$ cat config.mk
export PLATFORM = sky130hd
export DESIGN_NAME = stopwatch_ctrl
export DESIGN_NICKNAME = d
export VERILOG_FILES = /design/src/rtl/stopwatch_pkg.sv /design/src/rtl/sw_debounce.sv /design/src/rtl/stopwatch_ctrl.sv
export SDC_FILE = /design/constraint.sdc
export NUM_CORES = 1
export LEC_CHECK = 0
export CELL_PAD_IN_SITES_DETAIL_PLACEMENT = 1
export CELL_PAD_IN_SITES_GLOBAL_PLACEMENT = 2
export CORE_ASPECT_RATIO = 1.25
export CORE_UTILIZATION = 30
export DETAILED_ROUTE_END_ITERATION = 7
export DONT_BUFFER_PORTS = 1
export PLACE_DENSITY = 0.71
export SLEW_MARGIN = 20
export SYNTH_ARGS = -nofsm -noshare
export SYNTH_HDL_FRONTEND = slang
export SYNTH_SLANG_ARGS = --single-unit
$ cat constraint.sdc
create_clock -name clk -period 5.9 [get_ports clk]
set_input_delay 1.475 -clock clk [delete_from_list [all_inputs] [get_ports clk]]
set_output_delay 1.475 -clock clk [all_outputs]
set_load 0.02 [all_outputs]
$ cat src/rtl/stopwatch_pkg.sv
// -----------------------------------------------------------------------------
// stopwatch_pkg
//
// Shared definitions for the stopwatch sequencing controller.
//   mode_e     : run / paused / adjust operating mode encoding
//   SEL_SEC    : field select value for the seconds field
//   SEL_MIN    : field select value for the minutes field
//   cnt_width  : counter width needed to hold 0..n-1 (never narrower than 1)
// -----------------------------------------------------------------------------
package stopwatch_pkg;

    typedef enum logic [1:0] {
        MODE_RUN    = 2'b00,
        MODE_PAUSED = 2'b01,
        MODE_ADJUST = 2'b10
    } mode_e;

    localparam logic SEL_SEC = 1'b0;
    localparam logic SEL_MIN = 1'b1;

    // $clog2(1) is 0, which would give a zero-width counter; clamp to 1 bit.
    function automatic int cnt_width(input int n);
        return (n > 1) ? $clog2(n) : 1;
    endfunction

endpackage

$ cat src/rtl/sw_debounce.sv
// -----------------------------------------------------------------------------
// sw_debounce
//
// Conditions one raw mechanical button into a single-cycle press strobe.
// The raw level is synchronized through two flops; a candidate level must stay
// different from the accepted level for DB_CYCLES consecutive cycles before it
// is accepted. Accepting a 0->1 change emits one press pulse; accepting a 1->0
// change (release) emits nothing.
//
// Ports:
//   clk   : system clock, rising edge
//   reset : asynchronous active-low reset
//   btn   : raw asynchronous button level
//   press : registered one-cycle pulse per accepted press
// -----------------------------------------------------------------------------
module sw_debounce
    import stopwatch_pkg::*;
#(
    parameter int DB_CYCLES = 1_000_000
) (
    input  logic clk,
    input  logic reset,
    input  logic btn,
    output logic press
);

    localparam int CW = cnt_width(DB_CYCLES);

    logic          sync_a;
    logic          sync_b;
    logic          level;
    logic [CW-1:0] stable_cnt;

    always_ff @(posedge clk or negedge reset) begin
        if (!reset) begin
            sync_a     <= 1'b0;
            sync_b     <= 1'b0;
            level      <= 1'b0;
            stable_cnt <= '0;
            press      <= 1'b0;
        end else begin
            sync_a <= btn;
            sync_b <= sync_a;
            press  <= 1'b0;
            if (sync_b == level) begin
                // Any return to the accepted level restarts the stability window.
                stable_cnt <= '0;
            end else if (stable_cnt == CW'(DB_CYCLES - 1)) begin
                level      <= sync_b;
                stable_cnt <= '0;
                press      <= sync_b;
            end else begin
                stable_cnt <= stable_cnt + 1'b1;
            end
        end
    end

endmodule

$ cat src/rtl/stopwatch_ctrl.sv
// -----------------------------------------------------------------------------
// stopwatch_ctrl
//
// Sequencing controller for the MM:SS stopwatch counter chain. Turns the raw
// pause/clear buttons and adj/sel switches into a run/paused/adjust mode,
// divides the system clock into run ticks (TICK_DIV) and adjust ticks
// (ADJ_DIV), and issues single-cycle increment/clear commands plus display
// blink control to a plain enable-driven BCD counter datapath.
//
// Parameters:
//   TICK_DIV  : clk cycles per run tick (>= 2)
//   ADJ_DIV   : clk cycles per adjust tick (>= 2)
//   DB_CYCLES : cycles a button level must be stable before acceptance (>= 1)
//
// Ports:
//   clk       : system clock, rising edge
//   reset     : asynchronous active-low reset, synchronous release
//   pause_btn : raw button, each press toggles run/pause
//   clr_btn   : raw button, each press clears time to 00:00
//   adj       : switch, 1 = adjust mode
//   sel       : switch, 0 = seconds field, 1 = minutes field
//   sec_inc   : pulse, advance seconds field
//   min_inc   : pulse, advance minutes field only
//   carry_en  : 1 = seconds 59->00 carries into minutes
//   clr       : pulse, load 00:00
//   blink     : blanking phase for the selected field (0 outside adjust)
//   blink_sel : synchronized sel, field the display blinks
//   running   : 1 while in MODE_RUN
//
// Output protocol: sec_inc, min_inc and clr are registered single-cycle
// strobes with no back-pressure; the datapath must act on every cycle in which
// one is high. At most one of them is high in any cycle, and clr always wins
// over an increment scheduled for the same cycle.
// -----------------------------------------------------------------------------
module stopwatch_ctrl
    import stopwatch_pkg::*;
#(
    parameter int TICK_DIV  = 100_000_000,
    parameter int ADJ_DIV   = 50_000_000,
    parameter int DB_CYCLES = 1_000_000
) (
    input  logic clk,
    input  logic reset,
    input  logic pause_btn,
    input  logic clr_btn,
    input  logic adj,
    input  logic sel,
    output logic sec_inc,
    output logic min_inc,
    output logic carry_en,
    output logic clr,
    output logic blink,
    output logic blink_sel,
    output logic running
);

    localparam int TW = cnt_width(TICK_DIV);
    localparam int AW = cnt_width(ADJ_DIV);

    // ---------------------------------------------------------------------
    // Input conditioning
    // ---------------------------------------------------------------------
    logic adj_meta;
    logic adj_s;
    logic sel_meta;
    logic sel_s;
    logic pause_press;
    logic clr_press;

    sw_debounce #(
        .DB_CYCLES (DB_CYCLES)
    ) u_pause_db (
        .clk   (clk),
        .reset (reset),
        .btn   (pause_btn),
        .press (pause_press)
    );

    sw_debounce #(
        .DB_CYCLES (DB_CYCLES)
    ) u_clr_db (
        .clk   (clk),
        .reset (reset),
        .btn   (clr_btn),
        .press (clr_press)
    );

    // ---------------------------------------------------------------------
    // State
    // ---------------------------------------------------------------------
    mode_e         mode;
    mode_e         mode_next;
    logic          run_flag;
    logic [TW-1:0] tick_cnt;
    logic [AW-1:0] adj_cnt;

    logic [TW-1:0] tick_nxt;
    logic [AW-1:0] adj_nxt;
    logic          blink_nxt;
    logic          sec_nxt;
    logic          min_nxt;
    logic          clr_nxt;
    logic          entering_adj;
    logic          leaving_adj;

    // ---------------------------------------------------------------------
    // Next-state / output decode
    // ---------------------------------------------------------------------
    always_comb begin
        mode_next    = adj_s ? MODE_ADJUST : (run_flag ? MODE_RUN : MODE_PAUSED);
        entering_adj = (mode_next == MODE_ADJUST) && (mode != MODE_ADJUST);
        leaving_adj  = (mode == MODE_ADJUST) && (mode_next != MODE_ADJUST);

        tick_nxt  = tick_cnt;
        adj_nxt   = adj_cnt;
        blink_nxt = blink;
        sec_nxt   = 1'b0;
        min_nxt   = 1'b0;
        clr_nxt   = 1'b0;

        unique case (mode)
            MODE_RUN: begin
                if (tick_cnt == TW'(TICK_DIV - 1)) begin
                    tick_nxt = '0;
                    sec_nxt  = 1'b1;
                end else begin
                    tick_nxt = tick_cnt + 1'b1;
                end
            end
            MODE_PAUSED: begin
                // tick_cnt holds so the partial second survives the pause.
            end
            MODE_ADJUST: begin
                tick_nxt = '0;
                if (adj_cnt == AW'(ADJ_DIV - 1)) begin
                    adj_nxt   = '0;
                    blink_nxt = ~blink;
                    if (sel_s == SEL_MIN) begin
                        min_nxt = 1'b1;
                    end else begin
                        sec_nxt = 1'b1;
                    end
                end else begin
                    adj_nxt = adj_cnt + 1'b1;
                end
            end
            default: begin
                tick_nxt = '0;
                adj_nxt  = '0;
            end
        endcase

        if (entering_adj) begin
            adj_nxt   = '0;
            blink_nxt = 1'b1;
        end

        // Restarting tick_cnt here makes the first run tick a full TICK_DIV
        // after the mode leaves adjust.
        if (leaving_adj) begin
            adj_nxt   = '0;
            blink_nxt = 1'b0;
            tick_nxt  = '0;
        end

        if (clr_press) begin
            clr_nxt  = 1'b1;
            tick_nxt = '0;
            adj_nxt  = '0;
            sec_nxt  = 1'b0;
            min_nxt  = 1'b0;
        end
    end

    // ---------------------------------------------------------------------
    // Registers
    // ---------------------------------------------------------------------
    always_ff @(posedge clk or negedge reset) begin
        if (!reset) begin
            adj_meta  <= 1'b0;
            adj_s     <= 1'b0;
            sel_meta  <= 1'b0;
            sel_s     <= 1'b0;
            mode      <= MODE_RUN;
            run_flag  <= 1'b1;
            tick_cnt  <= '0;
            adj_cnt   <= '0;
            sec_inc   <= 1'b0;
            min_inc   <= 1'b0;
            clr       <= 1'b0;
            blink     <= 1'b0;
            blink_sel <= SEL_SEC;
            carry_en  <= 1'b1;
            running   <= 1'b1;
        end else begin
            adj_meta  <= adj;
            adj_s     <= adj_meta;
            sel_meta  <= sel;
            sel_s     <= sel_meta;
            // Pause toggles in every mode, including adjust.
            run_flag  <= run_flag ^ pause_press;
            mode      <= mode_next;
            tick_cnt  <= tick_nxt;
            adj_cnt   <= adj_nxt;
            sec_inc   <= sec_nxt;
            min_inc   <= min_nxt;
            clr       <= clr_nxt;
            blink     <= blink_nxt;
            blink_sel <= sel_s;
            // Level outputs are registered from mode_next so they change on
            // the same edge as mode itself.
            carry_en  <= (mode_next != MODE_ADJUST);
            running   <= (mode_next == MODE_RUN);
        end
    end

endmodule

==> impl_results.md <==
* Clock latency on the worst-skew pair at around 0.42 ns
* Worst setup EP type: flip-flop
* Setup TNS at 0 ns
* Layout cell share with drive strength beyond 1 at roughly 8.1%
* Chip height at 158 um
* Detailed-route DRC error count at 0
* Synthesis-stage register bit count at between 100 and 150
* WL per Instance at roughly 18 um
* WP data arrival at 3.18 ns
* Asr flop ratio synth at 100%
* CP top delay family: simple AND/OR/NAND/NOR gates
* Hold_ws at approximately 0.36 ns
* Final Max Slew Viols at 0
* Max Root-Sink Buffers at 2
* RSZ-0062 raised after global routing: no
* Vias at between 4000 and 5000
* Worst-path clk slew at roughly 0.05 ns
* Ant diodes at 0
* Worst slew margin at between 40 and 50%
* CP Class: reg -> reg
* Post-CTS Setup Repair Bufs at 0
* Syn nets at roughly 630
* ANT nets after route at 0
* Critical Path, Cell by Cell: nand2b_1, inv_1, ha_1, or4_1, a31oi_4, nor2_2, o21ai_0
* Vias in the first global route at 5066
* Crit start category: flip-flop
* Number of fill cells in the layout at between 2000 and 2500
* Mapped Area at between 5000 and 6000 um2
* PwrDens at between 200 and 300 nW/um2
* Period minus WS final at 2.85 ns
* Clock root buffer: clkbuf_16
* Cell leakage power at approximately 2.7 nW
* Die area at 20100 um2
* Final estimated routing congestion in global placement at 0.738
* DRT iter0 DRCs at ~150
* Netlist cell types at 59
* # hold bufs at CTS at 0
* Fin util at about a third
* Synth area leader: dfrtp_1
* GRT Total Usage at approximately 16%
* Post-synth EDFFs at 0
* First-pass GRT wire length at between 20000 and 30000 um
* Die Wd at between 100 and 150 um
* Worst Path Buf+Inv at 1
* Status: finished clean
* Initial DRT Pass Iterations at 4
* Initial antenna violation count at 0
* Final setup viols at 0
* Post-cts resize count at 0
* NumNets Final at 618
* CP max stage delay at around 0.65 ns
* Synth top area share at 47.8%
* Hold Vio Cnt, Final at 0
* H-tree lvl count at 4
* Vias per cell at 5.50
* Synthesis warning total at 0
* Synthesized area per cell at ~9.6 um2
* Area post-placement at ~6000 um2
* CP required at 6.24 ns
* Sink Count at around 120
* Area Growth Syn to Fin at 13.5%
* Final cycle utilization of the critical path at between 40% and 50%
* Max cap viols at 0
* Num ports at 13
* Register Area at 2880 um2
* Post-Synthesis Cells at 613
* CTS tree: yes
* Top cells by area, synth: dfrtp_1, nor2_1, xor2_1
* Slew @ Worst Pin at 0.795 ns
* I/O Buffers at 0
* Hold Path Class: reg -> reg
* Crit Path Max Fanout at 27
* Area of the core at ~19000 um2
* Post-DP HPWL at ~9900 um
* Global route total overflow at 0
* Post-synthesis sequential area ratio at between 40% and 50%
* Largest net degree at the start of global routing at around 120
* Rows at 56
* Peak VDD IR at 0.000184 V
* Main synth FF type: dfrtp_1
* Total CTS buffers at 17
* Design area at 6650 um2
* Initial Util at 31.0%
* Area of the multi-input gates at 2790 um2
* Wirelength, routed at 14900 um
* F_max at ~350 MHz
* Layout Skew at between 0.007 and 0.008 ns
* Slowest cell on crit path: a31oi_4
cells in the mapped netlist (11+ instances only):
library cell / count
a21oi_1: 12
a31oi_1: 38
and3_1: 20
and4_1: 11
clkbuf_1: 19
dfrtp_1: 112
inv_1: 21
nand2_1: 46
nand3_1: 38
nand4_1: 31
nor2_1: 73
nor3_1: 14
nor4_1: 13
or3_1: 12
xnor2_1: 20
xor2_1: 30
registers in the layout, indices dropped and copies added, names as in the netlist, 2 cells and up:
| name | count |
|---|---|
| u_clr_db.stable_cnt | 20 |
| u_pause_db.stable_cnt | 20 |
| mode | 2 |
| tick_cnt | 27 |
| adj_cnt | 26 |
per-layer routing:
metal,up-vias,track usage (%),share of wire (%)
li1,2195,-,-
met5,-,0,0
met1,2395,18.6,43
met3,27,3.48,2.5
met2,57,28.7,52
met4,0,8.45,2.5
worst paths after layout:
| kind | startpoint | cells after the start | end | slack (ns) |
|---|---|---|---|---|
| min in group asynchronous | reset | 0 | adj_cnt[13]$_DFFE_PN0P_ | 0.75 |
| max in group asynchronous | reset | 0 | running$_DFF_PN1_ | 4.85 |
| setup / recovery | mode[1]$_DFF_PN0_ | 7 | tick_cnt[5]$_DFFE_PN0P_ | 3.05 |
| hold reg to reg | u_clr_db.sync_a$_DFF_PN0_ | 0 | u_clr_db.sync_b$_DFF_PN0_ | 0.36 |
| hold / removal | u_clr_db.sync_a$_DFF_PN0_ | 0 | u_clr_db.sync_b$_DFF_PN0_ | 0.36 |
| setup reg to reg | mode[1]$_DFF_PN0_ | 7 | tick_cnt[5]$_DFFE_PN0P_ | 3.05 |
placed cells by master (no fill, tap or decap), types with 20 or more instances in the layout:
cell type,Yosys,layout
nand2_1,46,46
nand3_1,38,38
inv_1,21,21
and3_1,20,20
nand4_1,31,31
dfrtp_1,112,112
nor2_1,73,73
xor2_1,30,30
xnor2_1,20,20
a31oi_1,38,38
layout make-up:
class | instances | area share (%)
clock buffers | 25 | 7.61
clock inverters | 7 | 1.11
inverters | 21 | 1.19
multi-input cells | 446 | 41.9
flip-flops and latches | 115 | 43.4
well taps | 232 | 4.37
repair buffers | 4 | 0.452
cell families (layout without fill, tap and decap cells):
family / Yosys count / in the layout / synth area share [%]
AOI/OAI and AO/OA: 89 / 89 / 10.1
xor gates and xnor gates: 50 / 50 / 7.48
muxes: 6 / 6 / 1.09
buffers and inverters: 52 / 57 / 3.76
DFF: 115 / 115 / 49.2
adders and majority gates: 7 / 7 / 1.50
and+or+nand+nor: 294 / 294 / 26.9
metrics by stage:
stage	setup WS (ns)	instances	total power, W
2_1_floorplan	3.77	613	0.000875
3_3_place_gp	3.15	818	0.000891
3_5_place_dp	3.05	818	0.000895
4_1_cts	3.03	850	0.00190
5_1_grt	2.76	850	0.00194
6_report	3.05	850	0.00188
worst reg2reg max path, stage by stage (launching register included):
cell      delay [ns]
dfrtp_1         0.48
nand2b_1        0.27
inv_1           0.08
ha_1            0.32
or4_1           0.50
a31oi_4         0.65
nor2_2          0.27
o21ai_0         0.21
power by group:
| part | switching (W) | leakage, nW | internal (W) |
|---|---|---|---|
| Combinational | 0.0000380 | 0.855 | 0.0000200 |
| Sequential | 0.0000200 | 1.56 | 0.000802 |
| Clock | 0.000363 | 0.283 | 0.000635 |
| Total | 0.000421 | 2.70 | 0.00146 |
No activity file was read; power rests on OpenSTA's default activity.
